**config.mk**
```make
export PLATFORM = sky130hd
export DESIGN_NAME = de_pipe_reg
export DESIGN_NICKNAME = d
export VERILOG_FILES = /design/src/rtl/de_pipe_reg.sv
export SDC_FILE = /design/constraint.sdc
export NUM_CORES = 1
export LEC_CHECK = 0
export BUFFER_PORTS_ARGS = -buffer_cell sky130_fd_sc_hd__buf_4
export CORE_AREA = 5 5 174 176
export CTS_BUF_LIST = sky130_fd_sc_hd__clkbuf_16
export CTS_CLUSTER_DIAMETER = 50
export DETAILED_ROUTE_END_ITERATION = 16
export DIE_AREA = 0 0 179 181
export PLACE_DENSITY = 0.68
export SETUP_SLACK_MARGIN = 0.15
export SLEW_MARGIN = 10
export SYNTH_ARGS = -nofsm -noshare
export SYNTH_HDL_FRONTEND = slang
export SYNTH_SLANG_ARGS = --single-unit
```
**constraint.sdc**
```tcl
create_clock -name clk -period 6.43 [get_ports clk]
set_clock_uncertainty 0.15 [all_clocks]
set_input_delay 0.9645 -clock clk [delete_from_list [all_inputs] [get_ports clk]]
set_output_delay 0.9645 -clock clk [all_outputs]
set_load 0.05 [all_outputs]
```
**src/rtl/de_pipe_reg.sv**
```systemverilog
// D->E pipeline register for lanes 1/2 with load-use hazard detection, flush and stall hold.
// Optional load-use stall counter enabled by defining DE_STALL_CNT_EN.
module de_pipe_reg #(
  parameter int CTRL_W = 16,
  parameter int CNT_W  = 32
) (
  input  logic              clk,
  input  logic              rst,
  input  logic              flushE,
  input  logic              stall_in,
  input  logic              validD1,
  input  logic              validD2,
  input  logic [4:0]        rs1D1,
  input  logic [4:0]        rs2D1,
  input  logic [4:0]        rs1D2,
  input  logic [4:0]        rs2D2,
  input  logic [4:0]        rdD1,
  input  logic [4:0]        rdD2,
  input  logic              use1D1,
  input  logic              use2D1,
  input  logic              use1D2,
  input  logic              use2D2,
  input  logic [31:0]       source1D1,
  input  logic [31:0]       source2D1,
  input  logic [31:0]       source1D2,
  input  logic [31:0]       source2D2,
  input  logic              reg_writeD1,
  input  logic              reg_writeD2,
  input  logic [2:0]        mem_loadD1,
  input  logic [2:0]        mem_loadD2,
  input  logic [CTRL_W-1:0] ctrlD1,
  input  logic [CTRL_W-1:0] ctrlD2,
  input  logic [4:0]        rdM1,
  input  logic [4:0]        rdM2,
  input  logic              reg_writeM1,
  input  logic              reg_writeM2,
  input  logic [2:0]        mem_loadM1,
  input  logic [2:0]        mem_loadM2,
  output logic              stallD,
  output logic              validE1,
  output logic              validE2,
  output logic [4:0]        rs1E1,
  output logic [4:0]        rs2E1,
  output logic [4:0]        rs1E2,
  output logic [4:0]        rs2E2,
  output logic [4:0]        rdE1,
  output logic [4:0]        rdE2,
  output logic [31:0]       source1E1,
  output logic [31:0]       source2E1,
  output logic [31:0]       source1E2,
  output logic [31:0]       source2E2,
  output logic              reg_writeE1,
  output logic              reg_writeE2,
  output logic [2:0]        mem_loadE1,
  output logic [2:0]        mem_loadE2,
  output logic [CTRL_W-1:0] ctrlE1,
  output logic [CTRL_W-1:0] ctrlE2,
  output logic [CNT_W-1:0]  stall_cnt
);

  typedef struct packed {
    logic              valid;
    logic [4:0]        rs1;
    logic [4:0]        rs2;
    logic [4:0]        rd;
    logic [31:0]       src1;
    logic [31:0]       src2;
    logic              reg_write;
    logic [2:0]        mem_load;
    logic [CTRL_W-1:0] ctrl;
  } lane_t;

  lane_t      lane1_p0, lane2_p0;
  lane_t      lane1_p1, lane2_p1;
  logic [3:0] prod;
  logic [3:0][4:0] prod_rd;
  logic       hazard;

  // An operand depends on a load only if it is actually read and names a live, nonzero load rd.
  function automatic logic dep(input logic [4:0] rs, input logic use_rs,
                               input logic [3:0] p, input logic [3:0][4:0] prd);
    logic hit;
    hit = 1'b0;
    for (int k = 0; k < 4; k++) begin
      if (p[k] && (prd[k] == rs)) hit = 1'b1;
    end
    return use_rs && hit;
  endfunction

  function automatic lane_t capture(input lane_t d);
    lane_t q;
    q = d;
    if (!q.valid) begin
      q.reg_write = 1'b0;
      q.mem_load  = 3'b000;
    end
    return q;
  endfunction

  // ---- stage p0: D-side bundle and hazard detection ----
  assign lane1_p0 = '{valid: validD1, rs1: rs1D1, rs2: rs2D1, rd: rdD1, src1: source1D1,
                      src2: source2D1, reg_write: reg_writeD1, mem_load: mem_loadD1, ctrl: ctrlD1};
  assign lane2_p0 = '{valid: validD2, rs1: rs1D2, rs2: rs2D2, rd: rdD2, src1: source1D2,
                      src2: source2D2, reg_write: reg_writeD2, mem_load: mem_loadD2, ctrl: ctrlD2};

  assign prod[0] = lane1_p1.valid && lane1_p1.reg_write && (lane1_p1.mem_load != 3'b000) && (lane1_p1.rd != 5'd0);
  assign prod[1] = lane2_p1.valid && lane2_p1.reg_write && (lane2_p1.mem_load != 3'b000) && (lane2_p1.rd != 5'd0);
  assign prod[2] = reg_writeM1 && (mem_loadM1 != 3'b000) && (rdM1 != 5'd0);
  assign prod[3] = reg_writeM2 && (mem_loadM2 != 3'b000) && (rdM2 != 5'd0);
  assign prod_rd = {rdM2, rdM1, lane2_p1.rd, lane1_p1.rd};

  assign hazard = (validD1 && (dep(rs1D1, use1D1, prod, prod_rd) || dep(rs2D1, use2D1, prod, prod_rd))) ||
                  (validD2 && (dep(rs1D2, use1D2, prod, prod_rd) || dep(rs2D2, use2D2, prod, prod_rd)));

  assign stallD = !flushE && (stall_in || hazard);

  // ---- stage p1: E registers ----
  always_ff @(posedge clk) begin
    if (rst || flushE) begin
      lane1_p1 <= '0;
      lane2_p1 <= '0;
    end else if (stall_in) begin
      lane1_p1 <= lane1_p1;
      lane2_p1 <= lane2_p1;
    end else if (hazard) begin
      lane1_p1 <= '0;
      lane2_p1 <= '0;
    end else begin
      lane1_p1 <= capture(lane1_p0);
      lane2_p1 <= capture(lane2_p0);
    end
  end

  assign validE1     = lane1_p1.valid;
  assign rs1E1       = lane1_p1.rs1;
  assign rs2E1       = lane1_p1.rs2;
  assign rdE1        = lane1_p1.rd;
  assign source1E1   = lane1_p1.src1;
  assign source2E1   = lane1_p1.src2;
  assign reg_writeE1 = lane1_p1.reg_write;
  assign mem_loadE1  = lane1_p1.mem_load;
  assign ctrlE1      = lane1_p1.ctrl;
  assign validE2     = lane2_p1.valid;
  assign rs1E2       = lane2_p1.rs1;
  assign rs2E2       = lane2_p1.rs2;
  assign rdE2        = lane2_p1.rd;
  assign source1E2   = lane2_p1.src1;
  assign source2E2   = lane2_p1.src2;
  assign reg_writeE2 = lane2_p1.reg_write;
  assign mem_loadE2  = lane2_p1.mem_load;
  assign ctrlE2      = lane2_p1.ctrl;

`ifdef DE_STALL_CNT_EN
  logic [CNT_W-1:0] cnt_p1;

  // Only cycles where the hazard itself is the reason for the bubble are counted.
  always_ff @(posedge clk) begin
    if (rst) begin
      cnt_p1 <= '0;
    end else if (hazard && !flushE && !stall_in) begin
      cnt_p1 <= cnt_p1 + CNT_W'(1);
    end
  end

  assign stall_cnt = cnt_p1;
`else
  assign stall_cnt = '0;
`endif

endmodule

```
-- Word-level counts from Yosys, hierarchy flattened
Index checks and enable logic that the tools add are counted.
- register bits: 200
- input port bits: 226
- output and inout bits: 233
- word-level logic and storage cells: 101
- equal/unequal tests: 16
- muxes and demuxes: 20
- reductions and logical operators: 47
- operator list (cell ; count):
    $mux W100 ; 2
    $eq A5 B5 Y1 ; 16
    $logic_and A1 B1 Y1 ; 33
    $reduce_bool A5 Y1 ; 4
    $mux W1 ; 16
    $reduce_bool A3 Y1 ; 4
    $mux W4 ; 2
    $logic_or A1 B1 Y1 ; 5
    $logic_not A1 Y1 ; 1

-- Longest topological paths before layout
Gate-level depths: netlist of the first run.
- depth after elaboration: 14
- mapped depth: 9
- gate-level depth less buffers: 6

-- Worst setup path after synthesis of the first run
OpenSTA, ideal clock, no wires.
- path kind: input -> output
- start: input rdM1[0]
- end: output stallD
- arrival: 2.733 ns
- data required time: 5.315 ns
- setup slack: 2.582 ns
- stages: 8
- buffers on the path: 2
- cell sequence: buf_2 xor2_1 nor3_1 nand4_1 nand4_1 a31o_2 clkbuf_1 o21ba_1
- word-level cells in the longest chain between the ends: 11
- elaborated cells between the ends (all ways): 29
- classes of those cells: 4 x eq/ne; 8 x mux; 17 x reduce/logical
- RTL lines (element ; line ; RTL):
    start, declared ; 33 ; input logic [4:0] rdM1,
    $reduce_bool A5 Y1 ; 108 ; assign prod[2] = reg_writeM1 && (mem_loadM1 != 3'b000) && (rdM1 != 5'd0);
    $logic_and A1 B1 Y1 ; 108 ;
    $logic_and A1 B1 Y1 ; 85 ; if (p[k] && (prd[k] == rs)) hit = 1'b1;
    $mux W1 (2 in series) ; 85 ;
    $logic_and A1 B1 Y1 ; 87 ; return use_rs && hit;
    $logic_or A1 B1 Y1, on equally long branches ; 112, 113 ;
    $logic_and A1 B1 Y1, on equally long branches ; 112, 113 ;
    $logic_or A1 B1 Y1 (*) ; 112 ; assign hazard = (validD1 && (dep(rs1D1, use1D1, prod, prod_rd) || dep(rs2D1, use2D1, prod, prod_rd))) ||
    $logic_or A1 B1 Y1 (*) ; 115 ; assign stallD = !flushE && (stall_in || hazard);
    $logic_and A1 B1 Y1 (*) ; 115 ;
    end, declared ; 39 ; output logic stallD,
Every way passes the cells marked *; elsewhere a longest branch is shown, timed or not.

-- Worst setup path after layout of the first run
- start: register lane1_p1 (netlist bit rdE1[4])
- end: output stallD
- word-level cells in the longest chain between the ends: 13
- elaborated cells between the ends (all ways): 37
- classes of those cells: 4 x eq/ne; 16 x mux; 17 x reduce/logical
- RTL lines (element ; line ; RTL):
    start, declared ; 74 ; lane_t lane1_p1, lane2_p1;
    start signal, assigned ; 123 ; lane1_p1 <= lane1_p1;
    start signal, assigned ; 129 ; lane1_p1 <= capture(lane1_p0);
    $reduce_bool A5 Y1 ; 106 ; assign prod[0] = lane1_p1.valid && lane1_p1.reg_write && (lane1_p1.mem_load != 3'b000) && (lane1_p1.rd != 5'd0 ...
    $logic_and A1 B1 Y1 ; 106 ;
    $logic_and A1 B1 Y1 ; 85 ;
    $mux W1 (4 in series) ; 85 ;
    $logic_and A1 B1 Y1 ; 87 ;
    $logic_or A1 B1 Y1, on equally long branches ; 112, 113 ;
    $logic_and A1 B1 Y1, on equally long branches ; 112, 113 ;
    $logic_or A1 B1 Y1 (*) ; 112 ;
    $logic_or A1 B1 Y1 (*) ; 115 ;
    $logic_and A1 B1 Y1 (*) ; 115 ;
Marks and branches as above.

==> reports/metrics.cfg, run 1 <==
[outcome]
outcome=complete, no violations

[detailed_routing]
drc=0
routed_via_density=4.831
finalWirelength_mm=32.23
via_count=8807
drtAntennaViolNets=0
wl_per_cell_um=17.68
drtIter0Drc=436
dr.pass1.iters=7

[pwr]
internal_power_w=0.002021
peakVddDrop_uv=155.3
combPwrFrac_pct=20.2
cellLeakagePower_nw=5.876
pwr-share-clk_pct=36.4
power.density_mw_per_mm2=222.6
swShare_pct=32.95
switchingPower_w=0.0009930
power_frac_seq_pct=43.5
power_w=0.003014

[synth]
syn_inst=1100
ys_seq_area_share_pct=40.13
ys.flop_type=dfxtp_1
postSynthAreaPerCell_sq_um=9.070
synth_top_area_share_pct=40.13
yosysWarningCount=0
ys_top_cells_by_count=394 x nand2_1, 200 x dfxtp_1, 189 x o31ai_2
post-synth-top-area-cell=dfxtp_1
synth_cell_types=24
synth-edff-count=0
synth.most_common_cell=nand2_1
netlist_area_sq_mm=0.009977
async_flop_share_pct=0
yosys-top-cells-area=dfxtp_1 40%, o31ai_2 24%, nand2_1 15%, xor2_1 4.2%, xnor2_1 2.8%
synth_seq_cells=200

[setup_path]
required_ns=5.32
start_kind=flip-flop
path_class=flip-flop to output pin
cp-end-kind=output pin
crit_fanout=46
crit_arrival_ns=3.05

[place]
dp_hpwl_mm=23.12
placed_cell_area_sq_mm=0.01294
gp_congestion=0.8259
post-place-ws_ns=2.369
numPortBuffers=426

[die]
rows=62
ios=459
start_util_pct=35.04
die_w_um=179
design.die.area_sq_mm=0.03240
core_region_area_sq_mm=0.02847
die-height_um=181

[cts]
cts-root-buf=clkbuf_16
ctsResizeCount=0
cts_sinks=200
clock_latency_ns=0.44
htreeDepth=4
postCtsHoldBufs=0
clk_pin_slew_ns=0.08
cts_tree=built
clockBufferDepth=2
cts_buffers=17
cts_setup_buffers=0

[sta]
grt_setup_unrepaired=no
setup_ws_ns=2.265
hold_viol=0
finalCriticalPeriod_ns=4.165
setup_violations=0
maxSlewViolCount=0
fin_tns_setup_ns=0
fmax_ghz=0.2401
fin_crit_sh_pct=64.77
relSlewSlack_pct=25.29
worst_pin_slew_ns=1.121

[finish]
seqCellArea_sq_mm=0.004004
fin_nets=1652
final_util_pct=47.55
area_growth_pct=35.69
multiInputGateArea_sq_mm=0.005159
drive_gt1_share_pct=46.14
fin_area_sq_mm=0.01354
n_antenna_cell=0
num-fill-cells=2766

[min_path]
worstHoldPathType=flip-flop to flip-flop

[grt]
grt_overflow=0
antenna_found_initial=0
grt_max_degree=108
grtUsageTotal_pct=18.84
grt_pass1_wl_mm=48.93
grt_pass1_vias=8768

[flow_run]
cap_violations=0

-- registers in the layout (all words and copies together), names as in the netlist --
register / cells
validE2: 1
ctrlE1: 16
rs2E2: 5
rs2E1: 5
rs1E2: 5
reg_writeE1: 1
source1E1: 32
rs1E1: 5
mem_loadE1: 3
rdE2: 5
source2E2: 32
source1E2: 32
validE1: 1
rdE1: 5
mem_loadE2: 3
ctrlE2: 16
reg_writeE2: 1
source2E1: 32
-- critical path, stage by stage, from the launching register on --
cell and delay (ns):
dfxtp_1 0.62, nor3_1 0.11, a21oi_1 0.42, nand4_1 0.14, nand4_1 0.13, a31o_4 0.72, o21ba_1 0.24, buf_4 0.20
-- cells in the final DEF, fill, tap and decap left out, drive strengths merged, types with 7 or more instances in the layout --
cell	n
buf	436
xor2	48
nand3	8
conb	32
o31ai	202
nand2	394
nand4	18
nor3	20
clkinv	7
dfxtp	200
inv	8
clkbuf	17
xnor2	32
-- metrics by stage --
step                std cells  hold WS (ns)
floorplan                1131        0.5225
global placement         1791        0.2865
detailed placement       1791        0.2967
CTS                      1823        0.3114
global route             1823        0.3238
finish                   1823        0.3082
-- final timing paths --
kind         startpoint         end  slack, ns  cells past startpoint
min          ctrlE1[13]  ctrlE1[13]       0.31                      2
max reg2reg     rdE1[4]  ctrlE1[12]       2.77                      8
min reg2reg  ctrlE1[13]  ctrlE1[13]       0.31                      2
max             rdE1[4]      stallD       2.27                      7
-- cell families (layout without fill, tap and decap cells) --
| kind of cell | after synthesis | after routing | synth area share (%) |
|---|---|---|---|
| buffers and inverters | 160 | 468 | 9.531 |
| AO/OA/AOI/OAI | 213 | 213 | 25.52 |
| AND/OR/NAND/NOR | 446 | 446 | 17.76 |
| flip-flops | 200 | 200 | 40.13 |
| XOR/XNOR | 80 | 80 | 7.023 |
| other | 1 | 32 | 0.03759 |
-- power by group through the flow --
stage / Clock [W] / Sequential, W / Combinational (W)
3_5_place_dp: 0 / 0.00134 / 0.000611
4_1_cts: 0.00113 / 0.00131 / 0.000612
3_3_place_gp: 0 / 0.00134 / 0.000607
2_1_floorplan: 0 / 0.00148 / 0.000270
5_1_grt: 0.00118 / 0.00132 / 0.000646
6_report: 0.00110 / 0.00131 / 0.000608
-- per-layer routing --
metal | global-route usage, % | part of all wire, % | up-vias
li1 | - | - | 4285
met1 | 23.04 | 40 | 4156
met2 | 31.04 | 48 | 326
met3 | 6.605 | 10 | 40
met4 | 5.772 | 2.1 | 0
met5 | 0 | 0 | -
-- final cells by class --
cell class / instances / share of cell area (%)
Multi-Input combinational cell: 771 / 38.11
Clock buffer: 17 / 3.142
Tap cell: 384 / 3.549
Timing Repair Buffer: 436 / 24.36
Clock inverter: 15 / 1.266
Sequential cell: 200 / 29.57
Note: power is estimated with default switching activity, not from simulation.
==> inputs of run 2 (changes only) <==
==> constraint.sdc (replaced) <==
create_clock -name clk -period 3.9 [get_ports clk]
set_clock_uncertainty 0.15 [all_clocks]
set_input_delay 0.585 -clock clk [delete_from_list [all_inputs] [get_ports clk]]
set_output_delay 0.585 -clock clk [all_outputs]
set_load 0.05 [all_outputs]
==> run 2 against run 1 <==
Against the previous run:
- die area stayed put
- sequential cell count unchanged
- final cell count shrank 0.11%
- global-route usage down 0.45 points
- sequential share of layout area about the same
- worst setup slack lost 1.7 ns
- worst hold slack got worse by 0.059 ns
- routed wire length is 0.85% lower
- combinational power grew 66%
- clock power rose by 55%
- critical path depth unchanged
- critical path type unchanged
==> reports/metrics.cfg, run 2 (synthesis gave the netlist of run 1 again) <==
[outcome]
outcome=complete, no violations  ; unchanged

[finish]
num-fill-cells=2701  ; was 2766
area_growth_pct=35.74  ; was 35.69%
seqCellArea_sq_mm=0.004004  ; unchanged
fin_nets=1651  ; was 1652
layout_common_cells=428 x buf_4, 394 x nand2_1, 200 x dfxtp_1, 189 x o31ai_2, 48 x xor2_1  ; was 434 x buf_4, 394 x nand2_1, 200 x dfxtp_1, 189 x o31ai_2, 48 x xor2_1
final_common_cell=buf_4  ; unchanged
drive_gt1_share_pct=45.86  ; was 46.14%
multiInputGateArea_sq_mm=0.005159  ; unchanged
n_antenna_cell=0  ; unchanged

[cts]
cts_tree=built  ; unchanged
postCtsHoldBufs=0  ; unchanged
htreeDepth=4  ; unchanged
clock_latency_ns=0.43  ; was 0.44 ns
cts_buffers=17  ; unchanged
clockBufferDepth=2  ; unchanged
cts_sinks=200  ; unchanged
cts_setup_buffers=0  ; unchanged
clk_pin_slew_ns=0.08  ; about the same
cts-root-buf=clkbuf_16  ; unchanged
ctsResizeCount=0  ; unchanged

[setup_path]
reg2reg_slack_ns=0.94  ; was 2.77 ns
crit_arrival_ns=2.61  ; was 3.05 ns
crit_fanout=7  ; was 46
cp-startpoint=rdE2[0]  ; was rdE1[4]
path_class=flip-flop to output pin  ; unchanged
start_kind=flip-flop  ; unchanged
cp-end-kind=output pin  ; unchanged
r2r-start=rdE2[0]  ; was rdE1[4]
required_ns=3.16  ; was 5.32 ns

[pwr]
internal_power_w=0.003300  ; was 0.002021 W
pwr-share-clk_pct=35.0  ; was 36.4%
power_frac_seq_pct=44.3  ; was 43.5%
swShare_pct=32.22  ; was 32.95%
combPwrFrac_pct=20.7  ; was 20.2%
peakVddDrop_uv=272.1  ; was 155.3 uV
cellLeakagePower_nw=5.859  ; was 5.876 nW
power.density_mw_per_mm2=359.5  ; was 222.6 mW/mm^2
switchingPower_w=0.001569  ; was 0.0009930 W

[place]
dp_hpwl_mm=22.70  ; was 23.12 mm
gp_congestion=0.8369  ; was 0.8259
post-place-ws_ns=0.9509  ; was 2.369 ns
numPortBuffers=426  ; unchanged

[grt]
grt_pass1_vias=8390  ; was 8768
grt_max_degree=201  ; was 108
grt_overflow=0  ; unchanged
grt_pass1_wl_mm=47.62  ; was 48.93 mm
grtUsageTotal_pct=18.39  ; was 18.84%
antenna_found_initial=0  ; unchanged

[detailed_routing]
dr.pass1.iters=5  ; was 7
via_count=8709  ; was 8807
wl_per_cell_um=17.55  ; was 17.68 um
routed_via_density=4.783  ; was 4.831
drc=0  ; unchanged
finalWirelength_mm=31.96  ; was 32.23 mm
drtIter0Drc=367  ; was 436
drtAntennaViolNets=0  ; unchanged

[sta]
fin_tns_setup_ns=0  ; unchanged
finalCriticalPeriod_ns=3.341
hold_viol=0  ; unchanged
relSlewSlack_pct=37.29  ; was 25.29%
fmax_ghz=0.2993
setup_violations=0  ; unchanged
grt_setup_unrepaired=no  ; unchanged
worst_pin_slew_ns=0.9406  ; was 1.121 ns
maxSlewViolCount=0  ; unchanged
fin_crit_sh_pct=85.67
setup_ws_ns=0.5589  ; was 2.265 ns

[flow_run]
cap_violations=0  ; unchanged

[die]
core_region_area_sq_mm=0.02847  ; unchanged
rows=62  ; unchanged
die-height_um=181  ; unchanged
die_w_um=179  ; unchanged
design.die.area_sq_mm=0.03240  ; unchanged
ios=459  ; unchanged
start_util_pct=35.04  ; unchanged

[min_path]
worstHoldPathType=input port to flip-flop  ; was flip-flop to flip-flop
min-delay-start=ctrlD1[13]  ; was ctrlE1[13]

[run 2: cell types whose count changed in the layout (fill, tap and decap cells not counted), moves of 3 or more]
cell	delta
buf_12	+5
buf_4	-6
clkinv_1	+3
clkinv_4	+5
clkinv_8	-4
inv_6	-5
[run 2: cell type report]
type	instances	share of cell area [%]
multi-input cells	771	38.09
flip-flops and latches	200	29.56
repair buffers	435	24.76
well taps	384	3.548
clock buffers	17	3.141
clock inverters	14	0.8962
[run 2: power groups by stage]
stage / Sequential, W / Combinational, W / Clock [W]
4_1_cts: 0.00216 / 0.00101 / 0.00176
2_1_floorplan: 0.00244 / 0.000445 / 0
3_5_place_dp: 0.00221 / 0.00101 / 0
5_1_grt: 0.00217 / 0.00107 / 0.00184
3_3_place_gp: 0.00220 / 0.00101 / 0
6_report: 0.00216 / 0.00101 / 0.00170
[run 2: per-layer routing]
metal  vias to the layer above  track usage (%)  share of wire [%]
li1                       4277                -                  -
met1                      4122            22.63                 41
met2                       301            31.04                 48
met3                         9            6.793                9.9
met5                         -                0                  0
met4                         0            3.285               0.77
[run 2: worst max-delay path, cell delays in order (launching register included)]
cell,delay (ns)
dfxtp_1,0.63
nor3_2,0.08
a21oi_1,0.38
nand4_1,0.20
a41oi_1,0.25
a311o_2,0.24
o21ba_1,0.19
buf_4,0.21
[run 2: metrics by stage]
step                total power (W)  cell area (sq um)  hold WS [ns]  instances  utilization [%]
floorplan                  0.002884              10090        0.5225       1131                -
CTS                        0.004935              13540        0.2264       1821            47.57
global placement           0.003209              13000        0.2857       1790            45.65
global route               0.005073              13540        0.2312       1821            47.57
detailed placement         0.003219              13000        0.2936       1790            45.65
finish                     0.004869              13540        0.2487       1821            47.57
[run 2: final timing paths]
kind | to | cells past startpoint
max | stallD | 7
max reg2reg | ctrlE1[12] | 7
min reg2reg | source2E1[0] | 2
min | ctrlE1[13] | 3
==> inputs of run 3 (changes only) <==
--- a/config.mk
+++ b/config.mk
@@ -6,12 +6,11 @@
 export NUM_CORES = 1
 export LEC_CHECK = 0
 export BUFFER_PORTS_ARGS = -buffer_cell sky130_fd_sc_hd__buf_4
-export CORE_AREA = 5 5 174 176
+export CORE_UTILIZATION = 30
 export CTS_BUF_LIST = sky130_fd_sc_hd__clkbuf_16
 export CTS_CLUSTER_DIAMETER = 50
 export DETAILED_ROUTE_END_ITERATION = 16
-export DIE_AREA = 0 0 179 181
-export PLACE_DENSITY = 0.68
+export PLACE_DENSITY = 0.6
 export SETUP_SLACK_MARGIN = 0.15
 export SLEW_MARGIN = 10
 export SYNTH_ARGS = -nofsm -noshare
==> run 3 against run 2 <==
Against the previous run:
- register-to-register slack got worse by 0.06 ns
- sequential share of layout area decreased by 0.25 points
- die area grew 4.9%
- critical path depth did not move
- via count shrank 0.94%
- critical path type unchanged
- largest cell class unchanged
==> reports/metrics.cfg, run 3 (synthesis gave the netlist of run 1 again) <==
[outcome]
outcome=complete, no violations  ; unchanged

[finish]
area_growth_pct=36.91  ; was 35.74%
fin_nets=1649  ; was 1651
layout_common_cells=426 x buf_4, 394 x nand2_1, 200 x dfxtp_1, 189 x o31ai_2, 48 x xor2_1  ; was 428 x buf_4, 394 x nand2_1, 200 x dfxtp_1, 189 x o31ai_2, 48 x xor2_1
num-fill-cells=3272  ; was 2701
final_common_cell=buf_4  ; unchanged
drive_gt1_share_pct=45.78  ; was 45.86%

[detailed_routing]
dr.pass1.iters=5  ; unchanged
wl_per_cell_um=16.57  ; was 17.55 um
finalWirelength_mm=31.11  ; was 31.96 mm
drtIter0Drc=354  ; was 367
routed_via_density=4.594  ; was 4.783
drtAntennaViolNets=0  ; unchanged
drc=0  ; unchanged
via_count=8627  ; was 8709

[sta]
setup_ws_ns=0.5505  ; was 0.5589 ns
fin_crit_sh_pct=85.88  ; was 85.67%
relSlewSlack_pct=23.84  ; was 37.29%
hold_viol=0  ; unchanged
fmax_ghz=0.2986  ; was 0.2993 GHz
fin_tns_setup_ns=0  ; unchanged
worst_pin_slew_ns=1.142  ; was 0.9406 ns
finalCriticalPeriod_ns=3.349  ; was 3.341 ns
setup_violations=0  ; unchanged
maxSlewViolCount=0  ; unchanged
grt_setup_unrepaired=no  ; unchanged
timing.hold.ws_ns=0.2354  ; was 0.2487 ns

[die]
die_w_um=184.4  ; was 179 um
start_util_pct=30.59  ; was 35.04%
design.die.area_sq_mm=0.03399  ; was 0.03240 sq mm
rows=66  ; was 62
core_region_area_sq_mm=0.03262  ; was 0.02847 sq mm
die-height_um=184.4  ; was 181 um
ios=459  ; unchanged

[cts]
cts-root-buf=clkbuf_16  ; unchanged
cts_setup_buffers=0  ; unchanged
clock_latency_ns=0.44  ; was 0.43 ns
clk_pin_slew_ns=0.07  ; was 0.08 ns
htreeDepth=4  ; unchanged
clockBufferDepth=2  ; unchanged
cts_tree=built  ; unchanged
postCtsHoldBufs=0  ; unchanged
cts_sinks=200  ; unchanged
cts_buffers=17  ; unchanged
ctsResizeCount=0  ; unchanged

[grt]
antenna_found_initial=1  ; was 0
grt_pass1_wl_mm=46.69  ; was 47.62 mm
grt_max_degree=201  ; unchanged
grtUsageTotal_pct=17.71  ; was 18.39%
grt_pass1_vias=8172  ; was 8390
grt_overflow=0  ; unchanged

[setup_path]
start_kind=flip-flop  ; unchanged
crit_arrival_ns=2.61  ; about the same
crit_fanout=7  ; unchanged
cp-end-kind=output pin  ; unchanged
required_ns=3.16  ; about the same
path_class=flip-flop to output pin  ; unchanged

[min_path]
worstHoldPathType=input port to flip-flop  ; unchanged

[pwr]
peakVddDrop_uv=278.2  ; was 272.1 uV
power.density_mw_per_mm2=369.1  ; was 359.5 mW/mm^2
cellLeakagePower_nw=5.889  ; was 5.859 nW
power_w=0.005042  ; was 0.004869 W

[flow_run]
cap_violations=0  ; unchanged

[place]
post-place-ws_ns=0.9433  ; was 0.9509 ns
gp_congestion=0.8306  ; was 0.8369
numPortBuffers=426  ; unchanged
dp_hpwl_mm=21.34  ; was 22.70 mm

## run 3: changes by cell type in the layout (fill, tap and decap cells not counted), moves of 2 or more
cell / before / now
buf_4: 428 / 426
clkinv_4: 5 / 0
clkinv_2: 0 / 4
bufinv_16: 0 / 4
inv_6: 1 / 3
inv_8: 3 / 0
## run 3: worst paths after layout
path                 from           end  slack (ns)  cells after the start
min          source2D1[2]  source2E1[2]        0.24                      3
max reg2reg       rdE2[4]    ctrlE1[12]        0.88                      7
min reg2reg    ctrlE1[13]    ctrlE1[13]        0.31                      2
max               rdE2[4]        stallD        0.55                      7
## run 3: stage by stage
stage / instances / utilization (%) / area (sq um)
CTS: 1877 / 41.87 / 13660
floorplan: 1131 / - / 10090
global route: 1877 / 41.87 / 13660
detailed placement: 1846 / 40.02 / 13050
global placement: 1846 / 40.02 / 13050
finish: 1878 / 41.88 / 13660
## run 3: final cells by class
type | count | area, sq um | share of cell area, %
clock buffers | 17 | 425.4 | 3.114
diodes | 1 | 2.502 | 0.01832
multi-input cells | 771 | 5159 | 37.77
repair buffers | 433 | 3338 | 24.44
well taps | 442 | 553.0 | 4.049
clock inverters | 14 | 177.7 | 1.301
flip-flops and latches | 200 | 4004 | 29.31
## run 3: routing by layer
| metal | vias up | share of wire (%) | routed length (um) | track usage [%] |
|---|---|---|---|---|
| met2 | 327 | 48 | 14820 | 29.15 |
| met5 | - | 0 | 0 | 0 |
| met4 | 0 | 1.7 | 544 | 5.867 |
| met3 | 30 | 9.4 | 2914 | 6.698 |
| li1 | 4282 | - | - | - |
| met1 | 3988 | 41 | 12830 | 21.04 |
## run 3: where the power goes
part           total, W  internal, W  switching, W
Clock           0.00188      0.00107      0.000811
Combinational   0.00101     0.000354      0.000652
Sequential      0.00216      0.00211     0.0000471
## run 3: worst max-delay path, cell delays in order, from the launching register on
cell     delay [ns]
dfxtp_1        0.63
nor3_2         0.10
a21oi_1        0.40
nand4_1        0.22
a41oi_1        0.27
a311o_2        0.22
o21ba_1        0.14
buf_4          0.20
